## src/rtl/regfile_pkg.sv

```systemverilog
// Shared types for the burst register file: controller state encoding and entry parity helper.
package regfile_pkg;

    typedef enum logic [1:0] {
        IDLE     = 2'd0,
        BURST_WR = 2'd1,
        BURST_RD = 2'd2
    } state_t;

    localparam int unsigned PAR_MAX_W = 64;

    // Even-parity bit; callers zero-extend narrower words, which leaves the XOR unchanged
    function automatic logic parity(input logic [PAR_MAX_W-1:0] d);
        return ^d;
    endfunction

endpackage

```

## src/rtl/regfile_burst_ctrl.sv

```systemverilog
// Request-port controller: single/burst command decode, burst pointer and beat counter.
module regfile_burst_ctrl
    import regfile_pkg::*;
#(
    parameter int unsigned ADDR_W = 5
) (
    input  logic              clk,
    input  logic              rst,
    input  logic              req_valid,
    input  logic              req_wr,
    input  logic              req_burst,
    input  logic [ADDR_W-1:0] req_addr,
    input  logic [ADDR_W-1:0] req_len,
    output logic              req_ready,
    output logic              busy,
    output logic              wr_en_c,
    output logic              rd_en_c,
    output logic [ADDR_W-1:0] addr_c
);

    state_t            state, state_n;
    logic [ADDR_W-1:0] ptr, ptr_n;
    logic [ADDR_W-1:0] cnt, cnt_n;

    always_ff @(posedge clk) begin
        if (rst) begin
            state     <= IDLE;
            ptr       <= '0;
            cnt       <= '0;
            req_ready <= 1'b1;
            busy      <= 1'b0;
        end else begin
            state     <= state_n;
            ptr       <= ptr_n;
            cnt       <= cnt_n;
            req_ready <= (state_n != BURST_RD);
            busy      <= (state_n != IDLE);
        end
    end

    always_comb begin
        state_n = state;
        ptr_n   = ptr;
        cnt_n   = cnt;
        wr_en_c = 1'b0;
        rd_en_c = 1'b0;
        addr_c  = ptr;
        case (state)
            IDLE: begin
                addr_c = req_addr;
                if (req_valid) begin
                    wr_en_c = req_wr;
                    rd_en_c = !req_wr;
                    // The command beat is also the first data beat of a burst
                    if (req_burst) begin
                        ptr_n = req_addr + ADDR_W'(1);
                        cnt_n = req_len;
                        if (req_len != '0) begin
                            state_n = req_wr ? BURST_WR : BURST_RD;
                        end
                    end
                end
            end
            BURST_WR: begin
                if (req_valid) begin
                    wr_en_c = 1'b1;
                    ptr_n   = ptr + ADDR_W'(1);
                    cnt_n   = cnt - ADDR_W'(1);
                    if (cnt == ADDR_W'(1)) begin
                        state_n = IDLE;
                    end
                end
            end
            BURST_RD: begin
                rd_en_c = 1'b1;
                ptr_n   = ptr + ADDR_W'(1);
                cnt_n   = cnt - ADDR_W'(1);
                if (cnt == ADDR_W'(1)) begin
                    state_n = IDLE;
                end
            end
            default: begin
                state_n = IDLE;
            end
        endcase
    end

endmodule

```

## src/rtl/regfile_burst.sv

```systemverilog
// Parametrised register file with single/burst access and a flat snapshot for the hash core.
// Optional REGFILE_PARITY_EN adds per-entry even parity, rsp_perr and the inj_perr test hook.
module regfile_burst
    import regfile_pkg::*;
#(
    parameter int unsigned DATA_W = 8,
    parameter int unsigned DEPTH  = 32,
    parameter int unsigned ADDR_W = $clog2(DEPTH)
) (
    input  logic                     clk,
    input  logic                     rst,
    input  logic                     req_valid,
    output logic                     req_ready,
    input  logic                     req_wr,
    input  logic                     req_burst,
    input  logic [ADDR_W-1:0]        req_addr,
    input  logic [ADDR_W-1:0]        req_len,
    input  logic [DATA_W-1:0]        wdata,
    output logic                     rsp_valid,
    output logic [DATA_W-1:0]        rsp_data,
    output logic                     busy,
`ifdef REGFILE_PARITY_EN
    input  logic                     inj_perr,
    output logic                     rsp_perr,
`endif
    output logic [DATA_W*DEPTH-1:0]  flat_out
);

    logic [DATA_W-1:0] mem [DEPTH];
    logic              wr_en_c;
    logic              rd_en_c;
    logic [ADDR_W-1:0] addr_c;

    regfile_burst_ctrl #(
        .ADDR_W (ADDR_W)
    ) u_ctrl (
        .clk       (clk),
        .rst       (rst),
        .req_valid (req_valid),
        .req_wr    (req_wr),
        .req_burst (req_burst),
        .req_addr  (req_addr),
        .req_len   (req_len),
        .req_ready (req_ready),
        .busy      (busy),
        .wr_en_c   (wr_en_c),
        .rd_en_c   (rd_en_c),
        .addr_c    (addr_c)
    );

    always_ff @(posedge clk) begin
        if (rst) begin
            for (int unsigned i = 0; i < DEPTH; i++) begin
                mem[i] <= '0;
            end
        end else if (wr_en_c) begin
            mem[addr_c] <= wdata;
        end
    end

    // Registered read port; data forced to zero when no read was issued
    always_ff @(posedge clk) begin
        if (rst) begin
            rsp_valid <= 1'b0;
            rsp_data  <= '0;
        end else begin
            rsp_valid <= rd_en_c;
            rsp_data  <= rd_en_c ? mem[addr_c] : '0;
        end
    end

`ifdef REGFILE_PARITY_EN
    logic par [DEPTH];

    always_ff @(posedge clk) begin
        if (rst) begin
            for (int unsigned i = 0; i < DEPTH; i++) begin
                par[i] <= 1'b0;
            end
            rsp_perr <= 1'b0;
        end else begin
            if (wr_en_c) begin
                par[addr_c] <= parity(PAR_MAX_W'(wdata)) ^ inj_perr;
            end
            rsp_perr <= rd_en_c && (par[addr_c] != parity(PAR_MAX_W'(mem[addr_c])));
        end
    end
`endif

    for (genvar g = 0; g < DEPTH; g++) begin : g_flat
        assign flat_out[g*DATA_W +: DATA_W] = mem[g];
    end

endmodule

```

## config.mk

```make
export PLATFORM = sky130hd
export DESIGN_NAME = regfile_burst
export DESIGN_NICKNAME = d
export VERILOG_FILES = /design/src/rtl/regfile_pkg.sv /design/src/rtl/regfile_burst_ctrl.sv /design/src/rtl/regfile_burst.sv
export SDC_FILE = /design/constraint.sdc
export NUM_CORES = 1
export LEC_CHECK = 0
export BUFFER_PORTS_ARGS = -buffer_cell sky130_fd_sc_hd__buf_2
export CAP_MARGIN = 20
export CORE_UTILIZATION = 43
export CTS_CLUSTER_SIZE = 25
export DETAILED_ROUTE_END_ITERATION = 6
export GPL_TIMING_DRIVEN = 0
export PLACE_DENSITY_LB_ADDON = 0.3
export SYNTH_ARGS = -nofsm -noshare
export SYNTH_HDL_FRONTEND = slang
export SYNTH_SLANG_ARGS = --single-unit
```

## constraint.sdc

```tcl
create_clock -name clk -period 3.3 [get_ports clk]
set_input_delay 0.33 -clock clk [delete_from_list [all_inputs] [get_ports clk]]
set_output_delay 0.33 -clock clk [all_outputs]
set_load 0.02 [all_outputs]
```

# After elaboration in Yosys (flattened, before gate mapping)
# Memory sizes are Yosys's and may differ from the RTL's. A register that Yosys moved wholly into a read port is not among the register bits.
# Index checks and enable logic that the tools add are counted.
[totals] reg_bits=15 mem_bits_rw=256 inputBits=23 out_inout_bits=267 memories=1
[classes] n_addsub=3 eq_ne=7 muxes=29 n_bitwise=1 reduce_logical=8
[memory_table] name="mem" depth=32 width=8 rd=33 rd_clocked_by_memory_dff=1 write_ports=32 line="regfile_burst.sv:29" source="logic [DATA_W-1:0] mem [DEPTH];"
[ops] op="5-bit two-way mux" count=8
[ops] op="5-bit case mux with 3 select lines" count=2
[ops] op="2-bit two-way mux" count=6
[ops] op="5-bit by 1-bit adder with 5-bit output, second input constant" count=2
[ops] op="1-bit two-way mux" count=9
[ops] op="8-bit two-way mux" count=1
[ops] op="2-bit != test, second input constant" count=4
[ops] op="8-bit OR reduction" count=1
[ops] op="2-bit case mux with 3 select lines" count=1
[ops] op="5-bit by 1-bit == test with 1-bit output, second input constant" count=1
[ops] op="5-bit nonzero test" count=1
[ops] op="5-bit by 1-bit subtractor with 5-bit output, second input constant" count=1
[ops] op="1-bit case mux with 2 select lines" count=2
[ops] op="4-bit AND reduction" count=1
[ops] op="3-bit nonzero test" count=1
[ops] op="2-bit by 1-bit == test with 1-bit output, second input constant" count=1
[ops] op="2-bit == test, second input constant" count=1
[ops] op="2-bit logical NOT" count=1
[ops] op="2-bit nonzero test" count=1
[ops] op="2-bit OR reduction" count=1
[ops] op="1-bit logical NOT" count=1
[ops] op="1-bit NOT" count=1

# Longest topological paths before layout
[logic_depth] depth_word=7 depth_mapped=11 ltp_nobuf=8

# Modules after synthesis
# Synthesis repeated with hierarchy kept, for this count alone.
[unflattened] hier_cells=1031 area_unflattened_um2=13255.2
[by_module_without_submodules] module="regfile_burst" instances=1 cells_per_inst=905 area_each_um2=12196.7 seq_area_each_um2=7867.5
[by_module_without_submodules] module="regfile_burst_ctrl" instances=1 cells_per_inst=126 area_each_um2=1058.5 seq_area_each_um2=280.3

# Worst setup path before layout
# Ideal clock, no wire load.
[synth_path] path_kind="reg-to-reg" from="reg u_ctrl.state[1]" to="mem mem[5][0] (enable)" arrival_time_ps=2204 t_required_ps=2971 slack_ps=766 path_stages_with_launch=9 n_path_buf=1 period_less_slack_ps=2534 path_cell_list="dfxtp_1 -> inv_1 -> ha_1 -> buf_2 -> mux2_2 -> nor4_1 -> nand2_1 -> nor2_1 -> or2_1"
[synth_lines] element="start: declaration" line="regfile_burst_ctrl.sv:21" source="state_t state, state_n;"
[synth_lines] element="start signal: assignment" line="regfile_burst_ctrl.sv:33" source="state <= state_n;"
[synth_lines] element="end: declaration" line="regfile_burst.sv:29"

==> metrics.cfg <==
[outcome]
status = finished with violations
violations = setup timing

[synthesis]
ys_seq_elements = 279
synth_edf_count = 256
syn_area_um2 = 13300
synth_common_cells = 257 x and2_1, 256 x edfxtp_1, 71 x mux2i_1
synthDominantCellAreaShare_pct = 57.8
syn_nets = 1091
synthCells = 1060
yosys_warnings = 0
async_flop_share_pct = 0
synth_cell_type_count = 60
seq_area_frac_synth_pct = 61.3
postSynthAreaPerCell_um2 = 12.5
synth.most_common_cell = and2_1
ys.flop_type = edfxtp_1
synth_area_leader_cell = edfxtp_1
yosys-top-cells-area = edfxtp_1 58%, and2_1 12%, mux2i_1 5.3%, dfxtp_1 3.5%, nand3_1 2.4%

[detailed_routing]
vias_per_cell = 5.90
wl_per_cell_um = 26.5
dr.pass1.iters = 6
drtIter0Drc = 1089
vias = 10600
drcViolationCount = 0
routed_wl_mm = 47.7
drtAntennaViolNets = 0

[placement]
port_buffers = 289
placed_cell_area_um2 = 15200
gp_congestion = 0.956
place_inst = 1745
dp.final_hpwl_mm = 35.8
pre_cts_ws_ps = -461

[power]
swShare_pct = 26.9
seqPwrFrac_pct = 46.8
power_mw = 8.78
power_density_nw_per_um2 = 533
power.leakage_nw = 6.69
power_frac_clock_pct = 39.1
share_comb_of_total_power_pct = 14.1
irDropWorstVdd_v = 0.000341
power.switching_mw = 2.36
p_int_mw = 6.42

[sta]
period_minus_slack_ps = 3360
post-route-period-util_pct = 102
finalMaxSlewViolations = 0
relSlewSlack_pct = 41.0
finalSetupViolations = 35
max_freq_mhz = 298
timing.hold.ws_ps = 139
fin_skew_ps = 25.3
rsz0062_at_grt = yes
hold_violations = 0
fin_ws_ps = -55.4
totalNegativeSetupSlack_ps = -610
worst-slew-pin-transition_ps = 876

[floorplanning]
die_w_um = 178
dieHeight_um = 178
die_area_um2 = 31600
core_area_um2 = 30500
pin_count = 290
start_util_pct = 43.6
rows = 64

[min_path]
min_path_type = in2reg

[critical_path]
path_class = reg2reg
reg2reg_from = u_ctrl.state[0]
worstSetupStartpoint = u_ctrl.state[0]
r2r-end = mem[27][1]
worstSetupEndpointType = flop
regToRegSetupSlack_ps = -60
startpoint_type = flop
cp.required_ps = 3540
crit_arrival_ps = 3600
critPathCapture = mem[27][1]
r2r_cells = 9
crit_fanout = 10

[global_route]
grt_usage_pct = 29.8
grt_pass1_wl_mm = 66.9
grt_start_max_net_pins = 15
grt_pass1_vias = 10200
antenna_found_initial = 0
overflow = 0

[layout]
area_growth_syn_to_layout_pct = 23.8
final_area_um2 = 16500
num-nets-final = 1412
multi_input_area_um2 = 4980
drive_above_1_share_pct = 31.8
nFillCells = 2579
final_core_util_pct = 54.0
regArea_um2 = 8150
instances_no_fill = 1799

[run]
drv_cap = 0

[clock_network]
hold_buffers = 0
clk_latency_ps = 570
cts_made_buffers = 30
cts_root_buf = clkbuf_16
cts_sinks = 279
clk_pin_slew_worst_paths_ps = 60
h-tree-depth = 1
clock_path_buffers = 3
cts_setup_buffers = 0
cts_tree = built

## how the worst min path moves through the flow
stage               depth (start not counted)       endpoint  slack [ps]          start
finish                                      4  u_ctrl.cnt[0]         140     req_len[0]
global route                                2     mem[21][1]         140       wdata[1]
CTS                                         2     mem[22][2]         130       wdata[2]
detailed placement                          2  u_ctrl.cnt[1]         470  u_ctrl.cnt[1]
global placement                            2  u_ctrl.cnt[1]         460  u_ctrl.cnt[1]
floorplan                                   2  u_ctrl.cnt[1]         450  u_ctrl.cnt[1]
## timing repair
| item | in CTS | in global routing |
|---|---|---|
| endpoints found under the setup margin | 306 | 245 |
| hold endpoints to repair | 0 | 0 |
| resized for setup | 41 | 33 |
## power groups by stage
| stage | Combinational (mW) | Clock, mW | Sequential, mW |
|---|---|---|---|
| 6_report | 1.23 | 3.44 | 4.11 |
| 3_3_place_gp | 1.15 | 0 | 4.17 |
| 2_1_floorplan | 0.559 | 0 | 4.29 |
| 4_1_cts | 1.19 | 3.42 | 4.10 |
| 3_5_place_dp | 1.17 | 0 | 4.18 |
| 5_1_grt | 1.29 | 3.59 | 4.11 |
## metal layers
layer  GRT usage, %  wire, µm
met5              0         0
met4           11.4      1660
met3           7.33      5180
met2           47.0     22200
met1           39.4     18600
## sequential cells by signal (all words and copies together) (netlist names)
register          cells
rsp_data              8
rsp_valid             1
u_ctrl.ptr            5
u_ctrl.busy           1
u_ctrl.req_ready      1
u_ctrl.cnt            5
u_ctrl.state          2
mem                 256
## critical path, stage by stage (launching register included)
cell,delay [ps]
dfxtp_1,430
inv_1,100
ha_1,190
buf_2,220
mux2_4,240
buf_4,250
buf_2,400
nand2_2,330
nor2_1,510
or2_2,330
## layout make-up
type,count,share of cell area [%]
antenna,1,0.0152
buffer,73,2.10
clock buffer,46,5.55
clock inverter,7,0.517
inverter,13,0.296
multi-input combinational,695,30.2
sequential,279,49.5
tap,396,3.01
timing repair buffer,289,8.78
## placed cells by master, fill, tap and decap left out, types with 22 or more instances in the layout
cell	Yosys	layout
clkbuf_16	0	33
dfxtp_1	23	23
nand2_1	27	23
mux2i_1	71	69
nor2_2	0	22
clkbuf_1	52	57
o22ai_1	23	23
and2_1	257	257
buf_2	13	298
edfxtp_1	256	256
nand3_1	65	65
## cells by family after synthesis
kind of cell               count (synthesis)  synth area share, %
DFF                                      279                 61.3
AOI/OAI and AO/OA                        112                 5.86
muxes                                     88                 8.03
adders and majority gates                  8                0.753
and+or+nand+nor                          487                 21.3
buffers and inverters                     86                 2.84
Note: power is estimated with default switching activity, not from simulation.
